**src/rtl/net_adaptive_out_sched_if.sv**
```systemverilog
// Request/grant and downstream channel bundle for one ring output scheduler.
// master: requesters + downstream side; slave: the scheduler itself.
interface net_adaptive_out_sched_if #(
   parameter int p_msg_nbits      = 8,
   parameter int p_num_free_nbits = 2
);
   logic [2:0]                  in_val;
   logic [2:0]                  in_domain;
   logic [3*p_msg_nbits-1:0]    in_msg;
   logic [2:0]                  in_rdy;
   logic                        out_val;
   logic                        out_domain;
   logic [p_msg_nbits-1:0]      out_msg;
   logic                        credit_return;
   logic [p_num_free_nbits-1:0] num_free;
   logic                        credit_err;

   modport master (
      output in_val, in_domain, in_msg, credit_return,
      input  in_rdy, out_val, out_domain, out_msg, num_free, credit_err
   );

   modport slave (
      input  in_val, in_domain, in_msg, credit_return,
      output in_rdy, out_val, out_domain, out_msg, num_free, credit_err
   );
endinterface

```
**src/rtl/net_adaptive_out_sched.sv**
```systemverilog
// Round-robin output-channel scheduler with credit tracking and domain bubble.
// Ports: clk, reset (sync, active-high), bus (slave side of the scheduler bundle).
module net_adaptive_out_sched #(
   parameter int p_msg_nbits      = 8,
   parameter int p_credits        = 2,
   parameter int p_num_free_nbits = 2
) (
   input logic clk,
   input logic reset,
   net_adaptive_out_sched_if.slave bus
);
   localparam int c_cnt_nbits = 3;
   localparam logic [c_cnt_nbits-1:0] c_cnt_rst = c_cnt_nbits'(p_credits);
   localparam logic [c_cnt_nbits-1:0] c_nf_max =
      c_cnt_nbits'((1 << p_num_free_nbits) - 1);

   logic [c_cnt_nbits-1:0] cnt_q, cnt_d;
   logic [1:0]             ptr_q, ptr_d;
   logic                   last_dom_q, last_dom_d;
   logic                   sent_q, sent_d;
   logic                   err_q, err_d;

   logic [1:0] p1, p2, win;
   logic       found, win_dom, grant;
   logic [p_msg_nbits-1:0] win_msg;

   // Winner selection in order (ptr+1)%3, (ptr+2)%3, ptr.
   always_comb begin
      p1    = (ptr_q == 2'd2) ? 2'd0 : ptr_q + 2'd1;
      p2    = (p1 == 2'd2) ? 2'd0 : p1 + 2'd1;
      win   = 2'd0;
      found = 1'b0;
      if (bus.in_val[p1]) begin
         win   = p1;
         found = 1'b1;
      end else if (bus.in_val[p2]) begin
         win   = p2;
         found = 1'b1;
      end else if (bus.in_val[ptr_q]) begin
         win   = ptr_q;
         found = 1'b1;
      end
   end

   always_comb begin
      win_msg = '0;
      win_dom = 1'b0;
      case (win)
         2'd0: begin
            win_msg = bus.in_msg[0*p_msg_nbits +: p_msg_nbits];
            win_dom = bus.in_domain[0];
         end
         2'd1: begin
            win_msg = bus.in_msg[1*p_msg_nbits +: p_msg_nbits];
            win_dom = bus.in_domain[1];
         end
         2'd2: begin
            win_msg = bus.in_msg[2*p_msg_nbits +: p_msg_nbits];
            win_dom = bus.in_domain[2];
         end
         default: begin
            win_msg = '0;
            win_dom = 1'b0;
         end
      endcase
   end

   // A domain switch right after a send stalls the channel for one cycle;
   // the blocked winner is not replaced by another requester.
   always_comb begin
      grant = found && !reset && (cnt_q != '0) &&
              !(sent_q && (win_dom != last_dom_q));
   end

   always_comb begin
      bus.in_rdy     = grant ? 3'(3'b001 << win) : 3'b000;
      bus.out_val    = grant;
      bus.out_msg    = grant ? win_msg : '0;
      bus.out_domain = grant ? win_dom : 1'b0;
      bus.num_free   = (cnt_q > c_nf_max) ?
                       p_num_free_nbits'(c_nf_max) :
                       p_num_free_nbits'(cnt_q);
      bus.credit_err = err_q;
   end

   always_comb begin
      ptr_d      = ptr_q;
      last_dom_d = last_dom_q;
      sent_d     = grant;
      err_d      = err_q;
      cnt_d      = cnt_q - {2'b00, grant} + {2'b00, bus.credit_return};
      if (grant) begin
         ptr_d      = win;
         last_dom_d = win_dom;
      end
      // Return into a full counter: hold at max and flag the overflow.
      if (bus.credit_return && !grant && (cnt_q == c_cnt_rst)) begin
         cnt_d = cnt_q;
         err_d = 1'b1;
      end
   end

   always_ff @(posedge clk) begin
      if (reset) begin
         cnt_q      <= c_cnt_rst;
         ptr_q      <= 2'd2;
         last_dom_q <= 1'b0;
         sent_q     <= 1'b0;
         err_q      <= 1'b0;
      end else begin
         cnt_q      <= cnt_d;
         ptr_q      <= ptr_d;
         last_dom_q <= last_dom_d;
         sent_q     <= sent_d;
         err_q      <= err_d;
      end
   end
endmodule

```
**src/flat_wrapper.sv**
```systemverilog
// flat-port wrapper written by rule: the top's interface ports become plain ports
module net_adaptive_out_sched_flat 
#(
   parameter int p_msg_nbits      = 8,
   parameter int p_credits        = 2,
   parameter int p_num_free_nbits = 2
)
  (clk, reset, bus_in_val, bus_in_domain, bus_in_msg, bus_credit_return, bus_in_rdy, bus_out_val, bus_out_domain, bus_out_msg, bus_num_free, bus_credit_err);
  net_adaptive_out_sched_if #(.p_msg_nbits(p_msg_nbits), .p_num_free_nbits(p_num_free_nbits)) bus_i ();
  input logic clk;
  input logic reset;
  input wire logic [$bits(bus_i.in_val)-1:0] bus_in_val;
  input wire logic [$bits(bus_i.in_domain)-1:0] bus_in_domain;
  input wire logic [$bits(bus_i.in_msg)-1:0] bus_in_msg;
  input wire logic [$bits(bus_i.credit_return)-1:0] bus_credit_return;
  output wire logic [$bits(bus_i.in_rdy)-1:0] bus_in_rdy;
  output wire logic [$bits(bus_i.out_val)-1:0] bus_out_val;
  output wire logic [$bits(bus_i.out_domain)-1:0] bus_out_domain;
  output wire logic [$bits(bus_i.out_msg)-1:0] bus_out_msg;
  output wire logic [$bits(bus_i.num_free)-1:0] bus_num_free;
  output wire logic [$bits(bus_i.credit_err)-1:0] bus_credit_err;
  assign bus_i.in_val = bus_in_val;
  assign bus_i.in_domain = bus_in_domain;
  assign bus_i.in_msg = bus_in_msg;
  assign bus_i.credit_return = bus_credit_return;
  assign bus_in_rdy = bus_i.in_rdy;
  assign bus_out_val = bus_i.out_val;
  assign bus_out_domain = bus_i.out_domain;
  assign bus_out_msg = bus_i.out_msg;
  assign bus_num_free = bus_i.num_free;
  assign bus_credit_err = bus_i.credit_err;
  net_adaptive_out_sched #(.p_msg_nbits(p_msg_nbits), .p_credits(p_credits), .p_num_free_nbits(p_num_free_nbits)) u_core (.clk(clk), .reset(reset), .bus(bus_i));
endmodule
```
**config.mk**
```make
export PLATFORM = sky130hd
export DESIGN_NAME = net_adaptive_out_sched_flat
export DESIGN_NICKNAME = d
export VERILOG_FILES = /design/src/rtl/net_adaptive_out_sched_if.sv /design/src/rtl/net_adaptive_out_sched.sv /design/src/flat_wrapper.sv
export SDC_FILE = /design/constraint.sdc
export NUM_CORES = 1
export LEC_CHECK = 0
export CAP_MARGIN = 10
export CORE_ASPECT_RATIO = 0.9
export CORE_MARGIN = 5
export CORE_UTILIZATION = 36
export DETAILED_ROUTE_END_ITERATION = 16
export PLACE_DENSITY = 0.86
export SLEW_MARGIN = 15
export SYNTH_ARGS = -nofsm -noshare
export SYNTH_HDL_FRONTEND = slang
export SYNTH_SLANG_ARGS = --single-unit
export TNS_END_PERCENT = 30
```
**constraint.sdc**
```tcl
create_clock -name clk -period 3.4 [get_ports clk]
set_input_delay 0.68 -clock clk [delete_from_list [all_inputs] [get_ports clk]]
set_output_delay 0.68 -clock clk [all_outputs]
set_load 0.1 [all_outputs]
```
* Word level (Yosys, flattened, before mapping)
Cells that the tools add are included.
Word-level totals: register bits after elaboration 8, bits in latches 0, bits in writable memories 0, ROM bits 0, output and inout port bits 16, memories kept 0
Cells by class: $add $sub $neg 4, multipliers 0, divide/modulo/power cells 0, $lt $le $gt $ge 4, equal/unequal tests 6, shifts and indexed selects 1, mux-type cells 20, bitwise gates (word level) 0, reduce and logical (&&, ||, !) cells 11
Operators by type and width (number):
- 8-bit case mux with 3 select lines | 1
- 2-bit 2-to-1 mux | 6
- 2-bit by 3-bit < comparator with 1-bit output, second input constant | 3
- 8-bit 2-to-1 mux | 1
- 1-bit 2-to-1 mux | 7
- 1-bit binary-select mux with 2-bit select | 3
- 2-bit equality test, second input constant | 3
- 1-bit logical AND | 6
- 2-bit by 1-bit adder with 2-bit output, second input constant | 2
- 3-bit by 1-bit adder with 3-bit output | 1
- 3-bit by 2-bit equality test with 1-bit output, second input constant | 1
- 3-bit by 2-bit > comparator with 1-bit output, second input constant | 1
- 1-bit logical NOT | 3
- 3-bit 2-to-1 mux | 1
- 1-bit case mux with 3 select lines | 1
- 3-bit nonzero test | 1
- 1-bit by 2-bit left shift with 3-bit output, first input constant | 1
- 3-bit by 1-bit subtractor with 3-bit output | 1
- 2-bit by 1-bit equality test with 1-bit output, second input constant | 1
- 2-bit logical NOT | 1
- 1-bit inequality test | 1

* Depth between registers and ports, before layout
depth in word-level cells 17, gate-level depth with buffers 14

* Worst setup path after synthesis
OpenSTA, ideal clock, no wires.
path type register to output, start register u_core.cnt_q[0], end output bus_out_domain, arrival time 3.355 ns, path slack -0.635 ns, cell stages (with the launch flop) 7, path buffers 0, cells stage by stage dfxtp_1 > inv_1 > nand2_1 > o32ai_1 > a311oi_4 > nand2_4 > a21oi_1
Between the ends: cells in the longest elaborated chain, start to end 4
Ends and longest elaborated chain:
- start, declared | line net_adaptive_out_sched.sv:17 | logic [c_cnt_nbits-1:0] cnt_q, cnt_d;
- start signal, assigned | line net_adaptive_out_sched.sv:105 | cnt_q <= c_cnt_rst;
- start signal, assigned | line net_adaptive_out_sched.sv:111 | cnt_q <= cnt_d;
- 3-bit nonzero test | line net_adaptive_out_sched.sv:71 | grant = found && !reset && (cnt_q != '0) &&
- 1-bit logical AND (2 in series) | line net_adaptive_out_sched.sv:71
- 1-bit 2-to-1 mux | line net_adaptive_out_sched.sv:79 | bus.out_domain = grant ? win_dom : 1'b0;
- end, declared | line flat_wrapper.sv:18 | output wire logic [$bits(bus_i.out_domain)-1:0] bus_out_domain;
No other way between the ends.

* Final worst setup path
start input bus_in_val[1], end output bus_out_domain
Between the ends: cells in the longest elaborated chain, start to end 12
Ends and longest elaborated chain:
- start, declared | line flat_wrapper.sv:12 | input wire logic [$bits(bus_i.in_val)-1:0] bus_in_val;
- 1-bit binary-select mux with 2-bit select | line net_adaptive_out_sched.sv:39 | end else if (bus.in_val[ptr_q]) begin
- 1-bit 2-to-1 mux (not written as such) | line net_adaptive_out_sched.sv:39
- 2-bit 2-to-1 mux | line net_adaptive_out_sched.sv:39
- 2-bit 2-to-1 mux | line net_adaptive_out_sched.sv:36 | end else if (bus.in_val[p2]) begin
- 2-bit 2-to-1 mux | line net_adaptive_out_sched.sv:33 | if (bus.in_val[p1]) begin
- 2-bit equality test, or another cell as far along | line net_adaptive_out_sched.sv:48 | case (win)
- 1-bit case mux with 3 select lines | line net_adaptive_out_sched.sv:48
- 1-bit inequality test | line net_adaptive_out_sched.sv:72 | !(sent_q && (win_dom != last_dom_q));
- 1-bit logical AND | line net_adaptive_out_sched.sv:72
- 1-bit logical NOT | line net_adaptive_out_sched.sv:72
- 1-bit logical AND | line net_adaptive_out_sched.sv:71
- 1-bit 2-to-1 mux (*) | line net_adaptive_out_sched.sv:79
Mark *: on every way between the ends. The rest lies on a longest branch, timed or not. The select of a mux whose other input is x is not followed.

==> results by group <==
Worst setup path
  – Critical-path top delay cell: clkdlybuf4s50_1
  – CP startpoint kind: primary input
  – Worst Setup End Kind: output pin
  – Max stage delay on crit path: 0.41 ns
  – Critical path depth in cells: 9
  – Critical-path cell list: clkdlybuf4s50_1, buf_4, a31o_1, a22oi_4, mux2i_2, nand2_4, buf_12, a21oi_2, buf_12
  – Worst path arrival time: 2.63 ns
  – R2R depth: 11
  – Crit path max-delay family: buffers and inverters
  – Data required, critical path: 2.72 ns
  – Setup slack, reg-to-reg: 0.70 ns
  – RR Endpoint: u_core.cnt_q[1]$_SDFFE_PP1N_
  – CP Max Fanout: 18
  – R2R Path Start: u_core.ptr_q[1]$_SDFFE_PP1P_
  – Critical Path Start: bus_in_val[1]
  – Cell repeated most along the worst path: buf_12
  – WP buf/inv: 4
  – Crit path kind: in -> out

Yosys
  – Post-synthesis sequential area ratio: 21.1%
  – Synth area leader: dfxtp_1
  – Synth cell count leaders: inv_1, a222oi_1, dfxtp_1, nor2_2, nand2_1
  – Dominant synthesized flop cell: dfxtp_1
  – Post-Syn Instances: 87
  – FF+latch count, synth: 8
  – Area of the mapped netlist: 761 um^2
  – Cell with the most instances after synthesis: inv_1
  – Synth top area cells: dfxtp_1, a222oi_1, nor2_2
  – Synth Warn #: 0
  – Asr flop ratio synth: 0%
  – Syn Nets: 124
  – Post-synth top area share: 21.1%
  – Post-synth EDFFs: 0
  – Number of distinct library cells after synthesis: 37
  – Syn_area_per_cell: 8.74 um^2

Floorplanning
  – Die W: 58.5 um
  – # IOs: 49
  – Row count: 15
  – Initial Util: 38.6%
  – Die Span Y: 53.6 um
  – Core ar.: 1970 um^2
  – Die area: 3130 um^2

Placement
  – Placed inst area: 1430 um^2
  – Gpl congestion: 0.826
  – # placed instances: 164
  – Port Buf Inserts: 48
  – DP HPWL: 2140 um

Power
  – Switching Fraction: 57.0%
  – Clock power frac: 6.2%
  – Leakage: 0.642 nW
  – Max IR drop VDD: 638 uV
  – Reg power frac: 13.2%
  – Int Pwr: 0.533 mW
  – PwrDens: 847 nW/um^2
  – Net Sw Power: 0.707 mW
  – Combinational fraction of design power: 80.6%

Clock network
  – Root Driver: clkbuf_4
  – # H-tree levels: 1
  – Clk buf depth: 2
  – Clock sink total: 8
  – # Post-CTS Setup Buffers: 0
  – CTS buffer count: 3
  – Worst-skew pair later-pin latency: 0.27 ns
  – Post-CTS Hold Fix Bufs: 0
  – Reg clk slew, reported paths: 0.05 ns
  – Gates resized, CTS repair: 2
  – CTS tree: done

Drt
  – DRT Wirelength: 2540 um
  – Via count: 878
  – Router iterations before antenna repair: 5
  – Wire per inst: 15.2 um
  – DR DRC count: 0
  – Avg Vias per Cell: 5.26
  – 1st-iter DRT viols: 49
  – Antenna Nets Post-Route: 0

Worst hold path
  – Hold path startpoint: u_core.bus.credit_err$_SDFFE_PP0P_
  – Worst hold path type: reg -> reg
  – WHS Path Cells: 1
  – Worst Hold End: u_core.bus.credit_err$_SDFFE_PP0P_

Global routing
  – Largest net degree at the start of global routing: 19
  – Antenna violations before repair: 0
  – Global-route wire length before repair: 4360 um
  – Total GRT Usage: 18.1%
  – Vias in the first global route: 1,003
  – GRT overflow: 0

Finish
  – Nets: 181
  – Ant diodes: 0
  – # fillers: 134
  – Area growth syn-to-layout: 92.3%
  – Share of cells above drive strength 1: 33.8%
  – Finished Cell Area: 1460 um^2
  – Cell Count, Final, Fillers Out: 167

STA
  – Worst Tran Pin Value: 0.528 ns
  – Setup Skew: 0.0129 ns
  – Max Transition Viols Final: 0
  – Max-Slew Margin vs Limit: 64.7%
  – Final hold violation count: 0
  – Final worst-path cycle share: 97.4%
  – Unrepaired setup endpoints after global routing: true
  – # setup viols final: 0
  – Clock period minus worst slack: 3.31 ns
  – Maximum achievable frequency: 0.302 GHz

Job
  – Max-cap violation count: 0

Run status
  – Status: completed
-- per-layer routing --
layer,GRT usage [%],vias to the layer above,routed length (um)
li1,-,433,-
met4,5.79,0,44
met3,4.32,6,92
met2,35.5,19,1420
met5,0,-,0
met1,19.1,420,983
-- cells in the final DEF, fill, tap and decap left out, types with 3 or more instances in the layout --
| master | instances |
|---|---|
| nor2_2 | 9 |
| dfxtp_1 | 8 |
| a222oi_1 | 8 |
| buf_12 | 14 |
| nor2_1 | 4 |
| ha_1 | 3 |
| nand2_1 | 7 |
| buf_4 | 10 |
| clkdlybuf4s50_1 | 30 |
| clkbuf_4 | 3 |
| inv_1 | 10 |
-- sequential cells by signal, summed over array words and instances (netlist names) --
register and cells:
u_core.cnt_q 3, u_core.ptr_q 2, u_core.bus.credit_err 1, u_core.last_dom_q 1, u_core.sent_q 1
-- worst register-to-register path, cell delays in order (launching register included) --
cell      delay [ns]
dfxtp_1         0.38
nand2b_1        0.18
a31o_1          0.25
a22oi_4         0.21
mux2i_2         0.31
nand2_4         0.09
inv_2           0.07
ha_1            0.23
inv_1           0.06
ha_1            0.15
fa_1            0.40
a211o_1         0.27
-- layout make-up --
type	instances	area [um^2]	share of cell area, %
inverter	12	45.0	3.08
tap	25	31.3	2.14
sequential	8	160	10.9
timing repair buffer	56	681	46.5
multi-input combinational	63	523	35.8
clock buffer	3	22.5	1.54
-- kinds of logic (layout without fill, tap and decap cells) --
kind of cell	after synthesis	in the layout	synth area share, %
AO/OA/AOI/OAI	24	24	30.8
XOR/XNOR	1	1	1.15
adder cells (fa/ha/maj)	4	4	7.57
buffers and inverters	16	71	12.0
flip-flops	8	8	21.1
multiplexers	3	3	4.44
AND/OR/NAND/NOR	31	31	23.0
-- through the flow --
step                      setup slack (ns)  hold WS [ns]  power, mW  setup TNS, ns  utilization [%]
after floorplan                     -0.440         0.480      0.842          -2.18                -
after global placement              0.0327         0.462       1.14              0             72.3
after detailed placement           -0.0684         0.468       1.16         -0.179             72.3
after CTS                           0.0156         0.480       1.24              0             73.7
after global routing               -0.0242         0.518       1.31         -0.108             74.2
final                               0.0900         0.479       1.24              0             74.2
-- worst max-delay path by stage --
stage / endpoint / slack [ns]
CTS: bus_out_msg[7] / 0.02
global placement: u_core.cnt_q[1]$_SDFFE_PP1N_ / 0.03
global route: bus_out_msg[6] / -0.02
finish: bus_out_domain / 0.09
floorplan: bus_out_msg[0] / -0.44
detailed placement: u_core.cnt_q[2]$_SDFFE_PP0N_ / -0.07
-- power by group through the flow --
stage	Clock [mW]	Combinational [mW]	Sequential, mW
2_1_floorplan	0	0.661	0.182
3_3_place_gp	0	0.976	0.160
3_5_place_dp	0	0.995	0.164
4_1_cts	0.0784	1.00	0.162
5_1_grt	0.0836	1.06	0.169
6_report	0.0768	0.999	0.163
(Power assumes the default switching activity.)
